## config.mk

```make
export PLATFORM = sky130hd
export DESIGN_NAME = dmem_arbiter
export DESIGN_NICKNAME = d
export VERILOG_FILES = /design/src/rtl/dmem_arbiter_pkg.sv /design/src/rtl/dmem_rr_pick.sv /design/src/rtl/dmem_arbiter.sv
export SDC_FILE = /design/constraint.sdc
export NUM_CORES = 1
export LEC_CHECK = 0
export ABC_AREA = 1
export BUFFER_PORTS_ARGS = -buffer_cell sky130_fd_sc_hd__buf_4
export CAP_MARGIN = 5
export CELL_PAD_IN_SITES_DETAIL_PLACEMENT = 0
export CELL_PAD_IN_SITES_GLOBAL_PLACEMENT = 1
export CORE_AREA = 5 5 225 227
export DETAILED_ROUTE_END_ITERATION = 8
export DIE_AREA = 0 0 230 232
export GPL_TIMING_DRIVEN = 0
export PLACE_DENSITY = 0.63
export SLEW_MARGIN = 10
export SYNTH_ARGS = -nofsm -noshare
export SYNTH_HDL_FRONTEND = slang
export SYNTH_SLANG_ARGS = --single-unit
```

## constraint.sdc

```tcl
create_clock -name clk -period 2.16 [get_ports clk]
set_input_delay 0.432 -clock clk [delete_from_list [all_inputs] [get_ports clk]]
set_output_delay 0.432 -clock clk [all_outputs]
set_load 0.02 [all_outputs]
```

## src/rtl/dmem_arbiter_pkg.sv

```systemverilog
// dmem_arbiter_pkg: shared state encoding and word width for the data-memory arbiter
package dmem_arbiter_pkg;
  localparam int DMEM_WORD_W = 64;
  typedef logic [1:0] state_t;
  localparam state_t IDLE = 2'd0;
  localparam state_t OWN0 = 2'd1;
  localparam state_t OWN1 = 2'd2;
endpackage

```

## src/rtl/dmem_rr_pick.sv

```systemverilog
// dmem_rr_pick: two-way round-robin picker; on a tie the port that was not granted last wins
module dmem_rr_pick (
  input  logic       req0,
  input  logic       req1,
  input  logic       last_gnt,
  output logic [1:0] pick
);
  always_comb begin
    pick[0] = req0 & (~req1 | last_gnt);
    pick[1] = req1 & (~req0 | ~last_gnt);
  end
endmodule

```

## src/rtl/dmem_arbiter.sv

```systemverilog
// dmem_arbiter: shares the single-port data memory between two ready/valid ports
// with round-robin fairness, bounded lock bursts and out-of-range rejection
module dmem_arbiter
  import dmem_arbiter_pkg::*;
#(
  parameter int DEPTH    = 128,
  parameter int MAX_LOCK = 4
) (
  input  logic        clk,
  input  logic        rst_n,
  input  logic        req0,
  input  logic        req1,
  input  logic        we0,
  input  logic        we1,
  input  logic        lock0,
  input  logic        lock1,
  input  logic [63:0] addr0,
  input  logic [63:0] addr1,
  input  logic [63:0] wdata0,
  input  logic [63:0] wdata1,
  output logic        gnt0,
  output logic        gnt1,
  output logic        rvalid0,
  output logic        rvalid1,
  output logic [63:0] rdata0,
  output logic [63:0] rdata1,
  output logic        err0,
  output logic        err1,
  output logic        mem_write,
  output logic        mem_read,
  output logic [63:0] mem_addr,
  output logic [63:0] mem_wdata,
  input  logic [63:0] mem_rdata
);
  localparam int CW = $clog2(MAX_LOCK + 1);
  state_t          state;
  logic            last_gnt;
  logic [CW-1:0]   lock_cnt;
  logic [1:0]      pick;
  logic            acc, sel_we, sel_lock, oor;
  logic [63:0]     sel_addr, sel_wdata;
  dmem_rr_pick u_pick (
    .req0     (req0),
    .req1     (req1),
    .last_gnt (last_gnt),
    .pick     (pick)
  );
  // gnt is masked by rst_n so the memory sees nothing while reset is held
  always_comb begin
    gnt0      = rst_n & (state == IDLE ? pick[0] : (state == OWN0) & req0);
    gnt1      = rst_n & (state == IDLE ? pick[1] : (state == OWN1) & req1);
    acc       = gnt0 | gnt1;
    sel_addr  = gnt1 ? addr1 : addr0;
    sel_wdata = gnt1 ? wdata1 : wdata0;
    sel_we    = gnt1 ? we1 : we0;
    sel_lock  = gnt1 ? lock1 : lock0;
    oor       = sel_addr >= DMEM_WORD_W'(DEPTH);
    mem_addr  = acc ? sel_addr : '0;
    mem_wdata = acc ? sel_wdata : '0;
    mem_write = acc & sel_we & ~oor;
    mem_read  = acc & ~sel_we & ~oor;
  end
  always_ff @(posedge clk or negedge rst_n) begin
    if (!rst_n) begin
      state    <= IDLE;
      last_gnt <= 1'b1;
      lock_cnt <= '0;
      rvalid0  <= 1'b0;
      rvalid1  <= 1'b0;
      err0     <= 1'b0;
      err1     <= 1'b0;
      rdata0   <= '0;
      rdata1   <= '0;
    end else begin
      rvalid0 <= gnt0;
      rvalid1 <= gnt1;
      err0    <= gnt0 & oor;
      err1    <= gnt1 & oor;
      if (gnt0) rdata0 <= (sel_we | oor) ? '0 : mem_rdata;
      if (gnt1) rdata1 <= (sel_we | oor) ? '0 : mem_rdata;
      if (acc) last_gnt <= gnt1;
      if (state == IDLE) begin
        if (acc && sel_lock && MAX_LOCK > 1) begin
          state    <= gnt1 ? OWN1 : OWN0;
          lock_cnt <= CW'(1);
        end
      end else if (!acc) begin
        state <= IDLE;
      end else begin
        lock_cnt <= lock_cnt + CW'(1);
        if (!sel_lock || lock_cnt == CW'(MAX_LOCK - 1)) state <= IDLE;
      end
    end
  end
endmodule

```

==> run_results.csv <==
group,metric,value,unit
run_status,status,"finished with violations",
run_status,violations,"negative setup slack",
layout,drive_gt1_share,45.9,%
sta,fin_ws,-1.27,ns
floorplan,rows,81,
detailed_routing,via_count,11500,
global_route,grt_max_degree,39,
power_and_ir_drop,vdd_drop_max,0.652,mV
clock_network,numCtsBuffers,17,
critical_path,path_max_fanout,6,
floorplan,io_pins,592,
detailed_routing,postRouteAntennaNets,0,
power_and_ir_drop,p_leak,9.69,nW
global_route,grt_usage,19.5,%
layout,multiInputGateArea,0.00459,mm^2
synth,synth_area_leader_cell,"dfrtp_1",
layout,area_growth_syn_to_layout,99.4,%
sta,hold-worst-slack,0.0611,ns
critical_path,setup.worst_path.start,"state[0]",
floorplan,coreArea,0.0484,mm^2
floorplan,die_y,232,um
critical_path,reg2regPathDepth,20,
detailed_routing,firstDrtPassIters,7,
clock_network,insertion_delay,0.43,ns
sta,rsz0062_at_grt,"true",
synth,ys_warn_count,0,
critical_path,rrSetupSlack,-0.86,ns
layout,nFillCells,5200,
layout,nets,2287,
critical_path,cp-start-kind,"flop",
sta,min_period,3.43,ns
clock_network,cts_tree,"done",
placement,preCtsSetupSlack,-2.39,ns
sta,maxSlewViolCount,0,
layout,seqCellArea,0.00345,mm^2
synth,syn_avg_cell_area,6.67,um^2
synth,synth_cell_types,25,
detailed_routing,vias_per_cell,4.42,
critical_path,cp.arrival,3.00,ns
synth,synth_area_leaders,"dfrtp_1 (40%), nand2_1 (24%), nand4_1 (9.4%)",
layout,fin_cells,2593,
global_route,grt_pass1_vias,11700,
global_route,antenna_found_initial,1,
critical_path,crit_end,"mem_write",
layout,fin_util,35.0,%
sta,timing.fmax,291,MHz
clock_network,root_buffer,"clkbuf_16",
synth,synth.net_count,1606,
clock_network,h-tree-depth,4,
run,max_cap_viol_count,0,
critical_path,r2r_end,"rdata0[44]",
clock_network,clkTransAtPathRegs,0.08,ns
sta,skew,0.0187,ns
clock_network,clock_path_buffers,2,
sta,slew_headroom,55.5,%
detailed_routing,drc_errors,0,
global_route,overflow,0,
synth,ys_seq_elements,138,
synth,syn_inst,1276,
sta,finalHoldViolations,0,
sta,tightest_slew,0.668,ns
critical_path,worstSetupPathType,"flop to output port",
detailed_routing,route.detailed.wl_per_inst,21.6,um
placement,port_buffers,591,
placement,gp_congestion,0.950,
placement,place_inst,2490,
clock_network,cts.sinks,138,
worst_hold_path,min-delay-path-class,"input pin to async pin",
floorplan,die_w,230,um
floorplan,floorplan.initialDensity,17.6,%
floorplan,die_area,0.0534,mm^2
power_and_ir_drop,powerDensity,567,mW/mm^2
sta,timing.final.crit_share,159,%
detailed_routing,wl,55900,um
detailed_routing,drt-initial-drc-count,649,
synth,yosysSeqAreaShare,40.6,%
global_route,grt_first_pass_wirelength,78500,um
critical_path,required,1.73,ns
synth,netlist_area,0.00851,mm^2
critical_path,end_kind,"output port",
critical_path,regToRegStartpoint,"state[0]",
placement,hpwl,42800,um
sta,finalSetupViolCount,266,
synth,synth.top_cell.area_share,40.3,%
[layer usage]
layer  track usage (%)  vias up  share of wire [%]
li1                  -     5435                  -
met1              23.2     5475                 40
met2              35.0      494                 50
met3              4.84       66                7.4
met4              5.16        0                3.0
met5                 0        -                  0
[cells in the final DEF (no fill, tap or decap), types with 4 or more instances in the layout]
| cell | n |
|---|---|
| buf_16 | 5 |
| buf_1 | 7 |
| inv_1 | 125 |
| inv_2 | 7 |
| clkbuf_2 | 9 |
| clkbuf_16 | 42 |
| nand2_2 | 39 |
| buf_6 | 85 |
| buf_2 | 8 |
| buf_12 | 23 |
| o21ai_0 | 7 |
| a21oi_4 | 7 |
| nor2_4 | 10 |
| o21ai_2 | 32 |
| o21ai_1 | 32 |
| inv_8 | 7 |
| nor2_2 | 31 |
| buf_4 | 553 |
| clkbuf_1 | 26 |
| nand2_1 | 503 |
| o21ai_4 | 5 |
| nand3b_1 | 45 |
| buf_8 | 13 |
| nand2_4 | 4 |
| nor2_1 | 45 |
| dfrtp_1 | 137 |
| bufbuf_16 | 5 |
| nand4_1 | 128 |
[synthesized netlist by cell type (all sizes together)]
library cell,n
a21oi,8
a22o,1
buf,44
clkbuf,59
dfrtp,137
dfstp,1
ha,2
inv,134
mux2i,2
nand2,546
nand3,3
nand3b,45
nand4,128
nor2,86
nor3b,1
o21ai,76
o22ai,3
[critical path: stages (launching register included)]
cell	delay [ns]
dfrtp_1	0.39
inv_2	0.07
nand2_2	0.06
nor2_4	0.17
buf_12	0.17
buf_12	0.12
buf_12	0.11
nand3b_1	0.14
nand2_1	0.14
nand2_1	0.06
nor2_1	0.10
nand2_1	0.09
nor2_2	0.14
nand2_2	0.07
nor2_4	0.26
buf_6	0.15
nor3b_4	0.19
buf_6	0.15
[layout make-up]
| cell class | instances | share of cell area, % |
|---|---|---|
| flip-flops and latches | 138 | 20.4 |
| plain buffers | 102 | 6.74 |
| diodes | 1 | 0.0148 |
| inverters | 134 | 3.08 |
| clock inverters | 15 | 1.29 |
| multi-input cells | 901 | 27.1 |
| clock buffers | 17 | 2.51 |
| repair buffers | 663 | 34.3 |
| well taps | 622 | 4.59 |
[through the flow]
stage	power, mW	TNS, ns	area [um^2]
2_1_floorplan	4.05	-3.22	8750
3_3_place_gp	5.58	-652.62	14000
3_5_place_dp	5.58	-463.01	14000
4_1_cts	9.49	-172.95	16300
5_1_grt	10.0	-223.31	17000
6_report	9.61	-182.71	17000
[flip-flops by register name (all words and copies together), names as in the netlist]
signal and cells:
rvalid1 1, rdata0 64, lock_cnt 3, err1 1, err0 1, last_gnt 1
rvalid0 1, state 2, rdata1 64
[power breakdown]
part | internal [mW] | leakage [nW] | switching, mW
registers | 2.62 | 1.92 | 0.0199
clock network | 1.90 | 0.315 | 1.41
logic | 1.67 | 7.46 | 2.00
[logic make-up after synthesis]
group | Yosys count | synth area share, %
buffers and inverters | 237 | 11.9
AND/OR/NAND/NOR | 809 | 41.7
flip-flops | 138 | 40.6
AO/OA/AOI/OAI | 88 | 5.27
adder cells (fa/ha/maj) | 2 | 0.294
multiplexers | 2 | 0.235
[worst min-delay path by stage]
stage,start,end,cells after the start
after global routing,rst_n,rdata0[11],2
after CTS,rst_n,rdata0[11],2
after global placement,lock_cnt[0],lock_cnt[0],1
after detailed placement,rst_n,rdata0[28],1
after floorplan,rst_n,err0,0
final,rst_n,rdata0[11],2
[repair_timing]
item,CTS,global route
setup endpoints to repair,270,267
endpoints found under the hold margin,62,0
hold buffers,4,0
pin swaps,32,23
cloned,11,8
resized for setup,282,139
buffers inserted,37,13
Note: power is estimated with default switching activity, not from simulation.
